==> config.mk <==
export PLATFORM = sky130hd
export DESIGN_NAME = lpif_link_bringup_ctrl_flat
export DESIGN_NICKNAME = d
export VERILOG_FILES = /design/src/rtl/lpif_link_bringup_ctrl_pkg.sv /design/src/rtl/lpif_link_bringup_ctrl_if.sv /design/src/rtl/lpif_link_bringup_ctrl_timer.sv /design/src/rtl/lpif_link_bringup_ctrl.sv /design/src/flat_wrapper.sv
export SDC_FILE = /design/constraint.sdc
export NUM_CORES = 1
export LEC_CHECK = 0
export CAP_MARGIN = 25
export CORE_ASPECT_RATIO = 1.75
export CORE_UTILIZATION = 34
export DETAILED_ROUTE_END_ITERATION = 6
export GPL_ROUTABILITY_DRIVEN = 0
export PLACE_DENSITY = 0.58
export RECOVER_POWER = 50
export SKIP_LAST_GASP = 1
export SLEW_MARGIN = 40
export SYNTH_ARGS = -nofsm -noshare
export SYNTH_HDL_FRONTEND = slang
export SYNTH_SLANG_ARGS = --single-unit
==> constraint.sdc <==
create_clock -name clk_wr -period 3.58 [get_ports clk_wr]
set_clock_uncertainty 0.1 [all_clocks]
set_input_delay 0.716 -clock clk_wr [delete_from_list [all_inputs] [get_ports clk_wr]]
set_output_delay 0.716 -clock clk_wr [all_outputs]
set_load 0.005 [all_outputs]
==> src/rtl/lpif_link_bringup_ctrl_pkg.sv <==
// Shared types and constants for the LPIF link bring-up controller.
// State encodings are visible in the debug status word.
package lpif_ctrl_pkg;

  localparam int LPIF_CTRL_STATE_W = 3;

  typedef enum logic [LPIF_CTRL_STATE_W-1:0] {
    S_IDLE      = 3'd0,
    S_WAIT_PHY  = 3'd1,
    S_TX_SETTLE = 3'd2,
    S_RX_ALIGN  = 3'd3,
    S_LINK_UP   = 3'd4,
    S_HOLDOFF   = 3'd5,
    S_FAIL      = 3'd6,
    S_RSVD      = 3'd7
  } lpif_ctrl_state_e;

  localparam int DBG_TX_BIT    = 0;
  localparam int DBG_RX_BIT    = 1;
  localparam int DBG_UP_BIT    = 2;
  localparam int DBG_FAIL_BIT  = 3;
  localparam int DBG_STATE_LSB = 8;
  localparam int DBG_RETRY_LSB = 12;

endpackage

==> src/rtl/lpif_link_bringup_ctrl_if.sv <==
// Control/status bundle between software/PHY side and the bring-up FSM.
// The controller uses the slave view; the stimulus side uses master.
interface lpif_link_bringup_ctrl_if #(
  parameter int NUM_CH  = 4,
  parameter int RETRY_W = 2
);
  logic              link_en;
  logic [NUM_CH-1:0] phy_ready;
  logic [NUM_CH-1:0] rx_align_done;
  logic              rx_err;
  logic              tx_online;
  logic              rx_online;
  logic              link_up;
  logic              link_fail;
  logic [2:0]        ctrl_state;
  logic [RETRY_W-1:0] retry_cnt;
  logic [31:0]       ctrl_debug_status;

  modport master (
    output link_en, phy_ready, rx_align_done, rx_err,
    input  tx_online, rx_online, link_up, link_fail,
    input  ctrl_state, retry_cnt, ctrl_debug_status
  );

  modport slave (
    input  link_en, phy_ready, rx_align_done, rx_err,
    output tx_online, rx_online, link_up, link_fail,
    output ctrl_state, retry_cnt, ctrl_debug_status
  );
endinterface

==> src/rtl/lpif_link_bringup_ctrl_timer.sv <==
// Down-counter shared by the settle, align-timeout and holdoff phases.
// Load has priority; the FSM never requests load and decrement together.
module lpif_ctrl_timer #(
  parameter int TMR_W = 16
) (
  input  logic             clk_wr,
  input  logic             rst_wr,
  input  logic             load,
  input  logic [TMR_W-1:0] load_val,
  input  logic             dec,
  output logic             zero
);

  logic [TMR_W-1:0] cnt_q, cnt_d;

  always_comb begin
    cnt_d = cnt_q;
    if (load) begin
      cnt_d = load_val;
    end else if (dec) begin
      cnt_d = cnt_q - TMR_W'(1);
    end
  end

  always_ff @(posedge clk_wr) begin
    if (rst_wr) begin
      cnt_q <= '0;
    end else begin
      cnt_q <= cnt_d;
    end
  end

  assign zero = (cnt_q == '0);

endmodule

==> src/rtl/lpif_link_bringup_ctrl.sv <==
// Link bring-up sequencer: PHY ready -> tx_online -> settle -> rx_online
// -> alignment, with bounded retries on timeout, rx_err or PHY drop.
module lpif_link_bringup_ctrl
  import lpif_ctrl_pkg::*;
#(
  parameter int NUM_CH        = 4,
  parameter int TMR_W         = 16,
  parameter int SETTLE_CYC    = 64,
  parameter int ALIGN_TIMEOUT = 4096,
  parameter int HOLDOFF_CYC   = 32,
  parameter int MAX_RETRY     = 3
) (
  input  logic clk_wr,
  input  logic rst_wr,
  lpif_link_bringup_ctrl_if.slave bus
);

  localparam int RETRY_W = $clog2(MAX_RETRY + 1);

  localparam logic [TMR_W-1:0] SETTLE_LD = TMR_W'(SETTLE_CYC - 1);
  localparam logic [TMR_W-1:0] ALIGN_LD  = TMR_W'(ALIGN_TIMEOUT - 1);
  localparam logic [TMR_W-1:0] HOLD_LD   = TMR_W'(HOLDOFF_CYC - 1);
  localparam logic [RETRY_W-1:0] RETRY_MAX_V = RETRY_W'(MAX_RETRY);

  lpif_ctrl_state_e   state_q;
  logic [RETRY_W-1:0] retry_q;
  logic               tx_q, rx_q, up_q, fail_q;

  logic [NUM_CH-1:0] phy_w, align_w;
  logic              phy_all, align_all;
  logic              retry_max, fail_evt;
  logic              tmr_load, tmr_dec, tmr_zero;
  logic [TMR_W-1:0]  tmr_val;
  logic [31:0]       dbg;

  assign phy_w     = bus.phy_ready;
  assign align_w   = bus.rx_align_done;
  assign phy_all   = &phy_w;
  assign align_all = &align_w;
  assign retry_max = (retry_q == RETRY_MAX_V);

  // PHY loss outranks alignment; alignment outranks the timeout
  always_comb begin
    fail_evt = 1'b0;
    if (bus.link_en) begin
      unique case (state_q)
        S_TX_SETTLE: fail_evt = !phy_all;
        S_RX_ALIGN:  fail_evt = !phy_all || (!align_all && tmr_zero);
        S_LINK_UP:   fail_evt = bus.rx_err || !phy_all;
        default:     fail_evt = 1'b0;
      endcase
    end
  end

  always_comb begin
    tmr_load = 1'b0;
    tmr_dec  = 1'b0;
    tmr_val  = '0;
    if (!bus.link_en) begin
      tmr_load = 1'b0;
    end else if (fail_evt) begin
      tmr_load = !retry_max;
      tmr_val  = HOLD_LD;
    end else begin
      unique case (state_q)
        S_WAIT_PHY: begin
          tmr_load = phy_all;
          tmr_val  = SETTLE_LD;
        end
        S_TX_SETTLE: begin
          tmr_load = tmr_zero;
          tmr_val  = ALIGN_LD;
          tmr_dec  = !tmr_zero;
        end
        S_RX_ALIGN: tmr_dec = !align_all;
        S_HOLDOFF:  tmr_dec = !tmr_zero;
        default:    tmr_dec = 1'b0;
      endcase
    end
  end

  lpif_ctrl_timer #(
    .TMR_W (TMR_W)
  ) u_timer (
    .clk_wr   (clk_wr),
    .rst_wr   (rst_wr),
    .load     (tmr_load),
    .load_val (tmr_val),
    .dec      (tmr_dec),
    .zero     (tmr_zero)
  );

  always_ff @(posedge clk_wr) begin
    if (rst_wr) begin
      state_q <= S_IDLE;
      retry_q <= '0;
      tx_q    <= 1'b0;
      rx_q    <= 1'b0;
      up_q    <= 1'b0;
      fail_q  <= 1'b0;
    end else if (!bus.link_en) begin
      state_q <= S_IDLE;
      retry_q <= '0;
      tx_q    <= 1'b0;
      rx_q    <= 1'b0;
      up_q    <= 1'b0;
      fail_q  <= 1'b0;
    end else if (fail_evt) begin
      tx_q <= 1'b0;
      rx_q <= 1'b0;
      up_q <= 1'b0;
      if (retry_max) begin
        state_q <= S_FAIL;
        fail_q  <= 1'b1;
      end else begin
        state_q <= S_HOLDOFF;
        retry_q <= retry_q + RETRY_W'(1);
      end
    end else begin
      unique case (state_q)
        S_IDLE: state_q <= S_WAIT_PHY;
        S_WAIT_PHY: begin
          if (phy_all) begin
            state_q <= S_TX_SETTLE;
            tx_q    <= 1'b1;
          end
        end
        S_TX_SETTLE: begin
          if (tmr_zero) begin
            state_q <= S_RX_ALIGN;
            rx_q    <= 1'b1;
          end
        end
        S_RX_ALIGN: begin
          if (align_all) begin
            state_q <= S_LINK_UP;
            up_q    <= 1'b1;
            retry_q <= '0;
          end
        end
        S_LINK_UP: state_q <= S_LINK_UP;
        S_HOLDOFF: begin
          if (tmr_zero) begin
            state_q <= S_WAIT_PHY;
          end
        end
        S_FAIL: fail_q <= 1'b1;
        default: begin
          state_q <= S_IDLE;
          tx_q    <= 1'b0;
          rx_q    <= 1'b0;
          up_q    <= 1'b0;
          fail_q  <= 1'b0;
        end
      endcase
    end
  end

  always_comb begin
    dbg = '0;
    dbg[DBG_TX_BIT]   = tx_q;
    dbg[DBG_RX_BIT]   = rx_q;
    dbg[DBG_UP_BIT]   = up_q;
    dbg[DBG_FAIL_BIT] = fail_q;
    dbg[DBG_STATE_LSB +: LPIF_CTRL_STATE_W] = state_q;
    dbg[DBG_RETRY_LSB +: RETRY_W] = retry_q;
  end

  assign bus.tx_online         = tx_q;
  assign bus.rx_online         = rx_q;
  assign bus.link_up           = up_q;
  assign bus.link_fail         = fail_q;
  assign bus.ctrl_state        = state_q;
  assign bus.retry_cnt         = retry_q;
  assign bus.ctrl_debug_status = dbg;

endmodule

==> src/flat_wrapper.sv <==
// flat-port wrapper written by rule: the top's interface ports become plain ports
module lpif_link_bringup_ctrl_flat import lpif_ctrl_pkg::*;
#(
  parameter int NUM_CH        = 4,
  parameter int TMR_W         = 16,
  parameter int SETTLE_CYC    = 64,
  parameter int ALIGN_TIMEOUT = 4096,
  parameter int HOLDOFF_CYC   = 32,
  parameter int MAX_RETRY     = 3
)
  (clk_wr, rst_wr, bus_link_en, bus_phy_ready, bus_rx_align_done, bus_rx_err, bus_tx_online, bus_rx_online, bus_link_up, bus_link_fail, bus_ctrl_state, bus_retry_cnt, bus_ctrl_debug_status);
  lpif_link_bringup_ctrl_if #(.NUM_CH(NUM_CH), .RETRY_W(2)) bus_i ();
  input  logic clk_wr;
  input  logic rst_wr;
  input wire logic [$bits(bus_i.link_en)-1:0] bus_link_en;
  input wire logic [$bits(bus_i.phy_ready)-1:0] bus_phy_ready;
  input wire logic [$bits(bus_i.rx_align_done)-1:0] bus_rx_align_done;
  input wire logic [$bits(bus_i.rx_err)-1:0] bus_rx_err;
  output wire logic [$bits(bus_i.tx_online)-1:0] bus_tx_online;
  output wire logic [$bits(bus_i.rx_online)-1:0] bus_rx_online;
  output wire logic [$bits(bus_i.link_up)-1:0] bus_link_up;
  output wire logic [$bits(bus_i.link_fail)-1:0] bus_link_fail;
  output wire logic [$bits(bus_i.ctrl_state)-1:0] bus_ctrl_state;
  output wire logic [$bits(bus_i.retry_cnt)-1:0] bus_retry_cnt;
  output wire logic [$bits(bus_i.ctrl_debug_status)-1:0] bus_ctrl_debug_status;
  assign bus_i.link_en = bus_link_en;
  assign bus_i.phy_ready = bus_phy_ready;
  assign bus_i.rx_align_done = bus_rx_align_done;
  assign bus_i.rx_err = bus_rx_err;
  assign bus_tx_online = bus_i.tx_online;
  assign bus_rx_online = bus_i.rx_online;
  assign bus_link_up = bus_i.link_up;
  assign bus_link_fail = bus_i.link_fail;
  assign bus_ctrl_state = bus_i.ctrl_state;
  assign bus_retry_cnt = bus_i.retry_cnt;
  assign bus_ctrl_debug_status = bus_i.ctrl_debug_status;
  lpif_link_bringup_ctrl #(.NUM_CH(NUM_CH), .TMR_W(TMR_W), .SETTLE_CYC(SETTLE_CYC), .ALIGN_TIMEOUT(ALIGN_TIMEOUT), .HOLDOFF_CYC(HOLDOFF_CYC), .MAX_RETRY(MAX_RETRY)) u_core (.clk_wr(clk_wr), .rst_wr(rst_wr), .bus(bus_i));
endmodule
---- Yosys cells after proc, flatten, opt, wreduce, memory -nomap -nowiden ----
Index checks and enable logic that the tools add are counted.
word-level totals
  output and inout port bits .............. 41
  flip-flop bits (word level) ............. 25
operators by class
  bitwise gates (word level) .............. 4
  reduce and logical (&&, ||, !) cells .... 27
  mux-type cells .......................... 33
  equal/unequal tests ..................... 18
  add/subtract/negate cells ............... 2
operator list
  kind                   count
  $mux 16                4
  $pmux 12 s2            1
  $reduce_or 6->1        4
  $pmux 3 s7             1
  $logic_not 16->1       1
  $sub 16x1->16 const B  1
  $mux 3                 5
  $ne 2x1->1 const B     6
  $ne 3x1->1 const B     4
  $pmux 1 s2             6
  $mux 1                 10
  $mux 2                 5
  $eq 3x3->1 const B     3
  $reduce_and 2->1       4
  $reduce_and 4->1       2
  $eq 3x2->1 const B     2
  $reduce_bool 2->1      3
  $reduce_and 5->1       1
  $logic_not 1->1        4
  $not 1->1              4
  $reduce_or 2->1        2
  $eq 3x1->1 const B     1
  $logic_not 3->1        1
  $pmux 1 s3             1
  7 further kinds        8

---- Logic depth before layout (Yosys ltp) ----
  word-level depth ........................ 10
  mapped depth ............................ 10
  gate-level depth less buffers ........... 8

---- Hierarchy ----
From an unflattened synthesis, not the netlist that was laid out.
unflattened totals
  cells, all modules ...................... 215
  area total of the unflattened synthesis .. 1836.8 um2
modules (own cells, without submodules)
  module                  cells an instance  area an instance (um2)  seq. area each (um2)  instances
  lpif_link_bringup_ctrl  116                955.9                   180.2                 1
  lpif_ctrl_timer         99                 880.8                   320.3                 1

---- Worst setup path after synthesis ----
Ideal clock, no wire load.
  kind .................................... input to register
  start point ............................. input bus_link_en
  end point ............................... register u_core.u_timer.cnt_q[14]
  buffers on the path ..................... 1
  required time ........................... 3.410 ns
  arrival time ............................ 2.317 ns
  slack ................................... 1.093 ns
  cell stages on the path ................. 5
  cells stage by stage .................... buf_2 or4b_2 or3_1 or4_1 a21oi_1
between the ends
  longest elaborated chain between the ends .. 4
  elaborated cells between the ends (all ways) .. 8
ends and longest elaborated chain
  item                                          RTL line                            source
  start: declaration                            flat_wrapper.sv:15                  input wire logic [$bits(bus_i.link_en)-1:0] bus_link_en;
  $mux 1                                        lpif_link_bringup_ctrl.sv:45        if (bus.link_en) begin
  $mux 1                                        lpif_link_bringup_ctrl.sv:61        end else if (fail_evt) begin
  $mux 1                                        lpif_link_bringup_ctrl.sv:59        if (!bus.link_en) begin
  $mux 16 or $reduce_bool 2->1 (tied branches)  n/a
  end signal: assignment                        lpif_link_bringup_ctrl_timer.sv:29  cnt_q <= cnt_d;
  end: declaration                              lpif_link_bringup_ctrl_timer.sv:14  logic [TMR_W-1:0] cnt_q, cnt_d;
Several ways; a longest one is shown, not always the timed one.
A chain may end at the register's enable or synchronous reset.

---- Worst setup path after layout ----
  start point ............................. input bus_phy_ready[3]
  end point ............................... register u_core.u_timer.cnt_q[8]
between the ends
  longest elaborated chain between the ends .. 8
  elaborated cells between the ends (all ways) .. 15
ends and longest elaborated chain
  item                                          RTL line                                                                                  source
  start: declaration                            flat_wrapper.sv:16                                                                        input wire logic [$bits(bus_i.phy_ready)-1:0] bus_phy_ready;
  $reduce_and 4->1 *                            lpif_link_bringup_ctrl.sv:38                                                              assign phy_all = &phy_w;
  $logic_not 1->1                               lpif_link_bringup_ctrl.sv:47, lpif_link_bringup_ctrl.sv:48, lpif_link_bringup_ctrl.sv:49
  $logic_or 1x1->1 (on tied branches)           lpif_link_bringup_ctrl.sv:49, lpif_link_bringup_ctrl.sv:48
  $pmux 1 s3                                    lpif_link_bringup_ctrl.sv:46                                                              unique case (state_q)
  $mux 1                                        lpif_link_bringup_ctrl.sv:45
  $mux 16 or $mux 1 (tied branches)             lpif_link_bringup_ctrl.sv:61
  $mux 16 or $mux 1 (tied branches)             lpif_link_bringup_ctrl.sv:59
  $mux 16 or $reduce_bool 2->1 (tied branches)  n/a
Every way passes the cells marked *; elsewhere a longest branch is shown, timed or not.

==> results.sh <==
export IMPL_post_drt_wl_per_cell_um=14.7
export IMPL_start_util_pct=35.2
export IMPL_powerDensity_nw_per_um2=259
export IMPL_maxCapViolCount=0
export IMPL_drive_above_1_share_pct=9.29
export IMPL_cts_sinks=25
export IMPL_crit_family="compound AO/OA/AOI/OAI gates"
export IMPL_worst_slew_pin_slew_ps=774
export IMPL_yosysWarningCount=0
export IMPL_p_total_mw=0.571
export IMPL_holdWs_ps=399
export IMPL_fin_area_um2=2200
export IMPL_async_reset_ff_share_pct=0
export IMPL_post_dp_hpwl_mm=3.91
export IMPL_cts_tree="yes"
export IMPL_p_leak_nw=0.862
export IMPL_viasPerCell=5.43
export IMPL_synthFlopType="dfxtp_1"
export IMPL_clock_root_buffer="clkbuf_8"
export IMPL_nets=285
export IMPL_path_cells="dlygate4sd3_1, nand4_1, o211ai_1, o211ai_2, a22oi_1, nand2_1, o221a_2"
export IMPL_fin_util_pct=39.7
export IMPL_grt_pass1_wl_mm=8.04
export IMPL_tns_ps=0
export IMPL_place_area_um2=2160
export IMPL_holdCritPathClass="reg -> reg"
export IMPL_drtPass1Iterations=4
export IMPL_cp_start_kind="input port"
export IMPL_hold_viol=0
export IMPL_critical_path_arrival_ps=3250
export IMPL_cts_buffers=3
export IMPL_ys_ff_latch=25
export IMPL_overflow=0
export IMPL_antenna_cells=0
export IMPL_cts_resized_gates=0
export IMPL_post_route_period_util_pct=88.8
export IMPL_grt_usage_pct=17.4
export IMPL_crit_type="in -> reg"
export IMPL_num_fill_cells=594
export IMPL_antenna_found_initial=0
export IMPL_die_area_um2=6060
export IMPL_die_w_um=59.3
export IMPL_end_kind="flip-flop"
export IMPL_core_um2=5540
export IMPL_worstPathMaxFanout=12
export IMPL_cp_slowest_stage_delay_ps=520
export IMPL_grt_max_degree=21
export IMPL_syn_area_um2=1950
export IMPL_port_buffer_count=29
export IMPL_clk_pin_slew_worst_paths_ps=90
export IMPL_synth_edf_count=0
export IMPL_htree_num_levels=1
export IMPL_vias=1875
export IMPL_grt_pass1_vias=1673
export IMPL_clk_latency_ps=280
export IMPL_rows=36
export IMPL_worstPathRequired_ps=3650
export IMPL_synth_seq_area_share_pct=25.6
export IMPL_crit_buf_inv=1
export IMPL_wl_mm=5.08
export IMPL_relSlewSlack_pct=48.4
export IMPL_timing_final_crit_period_ps=3180
export IMPL_maxClockFrequency_mhz=315
export IMPL_holdBufCountCts=0
export IMPL_drc=0
export IMPL_postCtsSetupBuffers=0
export IMPL_crit_slowest_cell="dlygate4sd3_1"
export IMPL_ir_drop_mv=0.120
export IMPL_syn_to_final_growth_pct=12.8
export IMPL_synth_distinct_cells=56
export IMPL_antenna_left=0
export IMPL_status="finished, final reports clean"
export IMPL_rsz0062_at_grt="false"
export IMPL_finalSetupViolCount=0
export IMPL_dieHeight_um=102
export IMPL_syn_area_per_cell_um2=7.75
export IMPL_drtIter0Drc=65
export IMPL_syn_instance_count=252
export IMPL_io_pins=53
export IMPL_cts_buffer_depth=2
export IMPL_drv_slew=0
-- state kept, by name, summed over array words and instances, names as in the netlist --
register,cells
u_core.bus.tx_online,1
u_core.bus.link_up,1
u_core.u_timer.cnt_q,16
u_core.bus.link_fail,1
u_core.bus.retry_cnt,2
u_core.bus.ctrl_state,3
u_core.bus.rx_online,1
-- cells in the mapped netlist (2+ instances only) --
library cell | instances | area [um2]
nor4_2 | 2 | 25.0
o22ai_1 | 2 | 12.5
a21oi_1 | 32 | 160
o21ai_1 | 2 | 10.0
inv_1 | 7 | 26.3
nor3_1 | 10 | 50.1
nor3b_1 | 2 | 15.0
o21a_1 | 5 | 37.5
nand3_1 | 4 | 20.0
o211ai_1 | 3 | 22.5
nor4_1 | 2 | 12.5
nor2_1 | 20 | 75.1
and4_1 | 2 | 17.5
clkbuf_1 | 6 | 22.5
or3_1 | 5 | 31.3
a31oi_1 | 5 | 31.3
nor4_4 | 2 | 42.5
and2_1 | 2 | 12.5
buf_4 | 35 | 263
ha_1 | 3 | 37.5
nand2b_1 | 5 | 31.3
nor2b_1 | 5 | 31.3
o31a_1 | 2 | 17.5
nand2_1 | 18 | 67.6
o221a_2 | 4 | 45.0
nand4_1 | 2 | 12.5
buf_2 | 3 | 15.0
a31o_2 | 4 | 35.0
dfxtp_1 | 25 | 500
o21ai_0 | 6 | 30.0
o21ai_2 | 2 | 17.5
-- kinds of logic after synthesis --
family / count (synthesis) / synth area share, %
compound gates: 82 / 28.5
xor+xnor: 1 / 0.449
fa+ha+maj: 3 / 1.92
buf+inv: 51 / 16.7
flops: 25 / 25.6
mux: 1 / 0.513
other cells: 1 / 0.192
simple gates: 88 / 26.0
-- power by group --
group / leakage, nW / switching, mW / internal (mW) / total (mW)
Clock: 0.0228 / 0.0972 / 0.0799 / 0.177
Combinational: 0.637 / 0.0625 / 0.0445 / 0.107
Sequential: 0.202 / 0.00521 / 0.282 / 0.287
-- per-layer routing --
layer	share of wire (%)	vias to the layer above	global-route usage [%]
met1	39	875	18.5
met4	2.9	0	8.24
met3	4.6	9	1.77
met2	54	83	32.9
met5	0	-	0
li1	-	908	-
-- cells in the final DEF (no fill, tap or decap), types with 3 or more instances in the layout --
master / netlist / layout
o21a_1: 5 / 5
nor2b_1: 5 / 5
or3_1: 5 / 5
a31o_2: 4 / 4
conb_1: 1 / 23
clkbuf_1: 6 / 3
inv_1: 7 / 7
o221a_2: 4 / 4
nor2_1: 20 / 20
a21oi_1: 32 / 32
o21ai_0: 6 / 6
nor3_1: 10 / 10
nand2b_1: 5 / 5
o211ai_1: 3 / 3
nand2_1: 18 / 18
ha_1: 3 / 3
clkdlybuf4s50_1: 0 / 12
dfxtp_1: 25 / 25
clkbuf_8: 0 / 3
buf_4: 35 / 4
dlygate4sd3_1: 0 / 17
a31oi_1: 5 / 5
nand3_1: 4 / 4
-- path summary, 6_finish.rpt --
check	slack [ps]	from	endpoint	cells after the start
max	400	bus_phy_ready[3]	u_core.u_timer.cnt_q[8]$_SDFFE_PP0P_	7
min	400	u_core.u_timer.cnt_q[14]$_SDFFE_PP0P_	u_core.u_timer.cnt_q[14]$_SDFFE_PP0P_	2
min reg2reg	400	u_core.u_timer.cnt_q[14]$_SDFFE_PP0P_	u_core.u_timer.cnt_q[14]$_SDFFE_PP0P_	2
max reg2reg	710	u_core.bus.ctrl_state[0]$_SDFFE_PP0P_	u_core.u_timer.cnt_q[8]$_SDFFE_PP0P_	7
-- worst reg2reg max path: stages (launching register included) --
cell and delay, ps:
dfxtp_1 340, clkbuf_1 590, nor2_1 110, o211ai_1 210, o211ai_2 330, a22oi_1 490, nand2_1 260, o221a_2 330
-- through the flow --
stage / setup WS (ps) / instances
2_1_floorplan: 1090 / 274
3_3_place_gp: 219 / 341
3_5_place_dp: 190 / 341
4_1_cts: 483 / 345
5_1_grt: 240 / 345
6_report: 401 / 345
-- area by class of cell --
cell class	count	area, um2	share of cell area, %
clock buffer	4	45.0	2.05
inverter	7	26.3	1.19
multi-input combinational	198	1210	54.8
sequential	25	500	22.7
tap	76	95.1	4.32
timing repair buffer	35	328	14.9
Note: power is estimated with default switching activity, not from simulation.
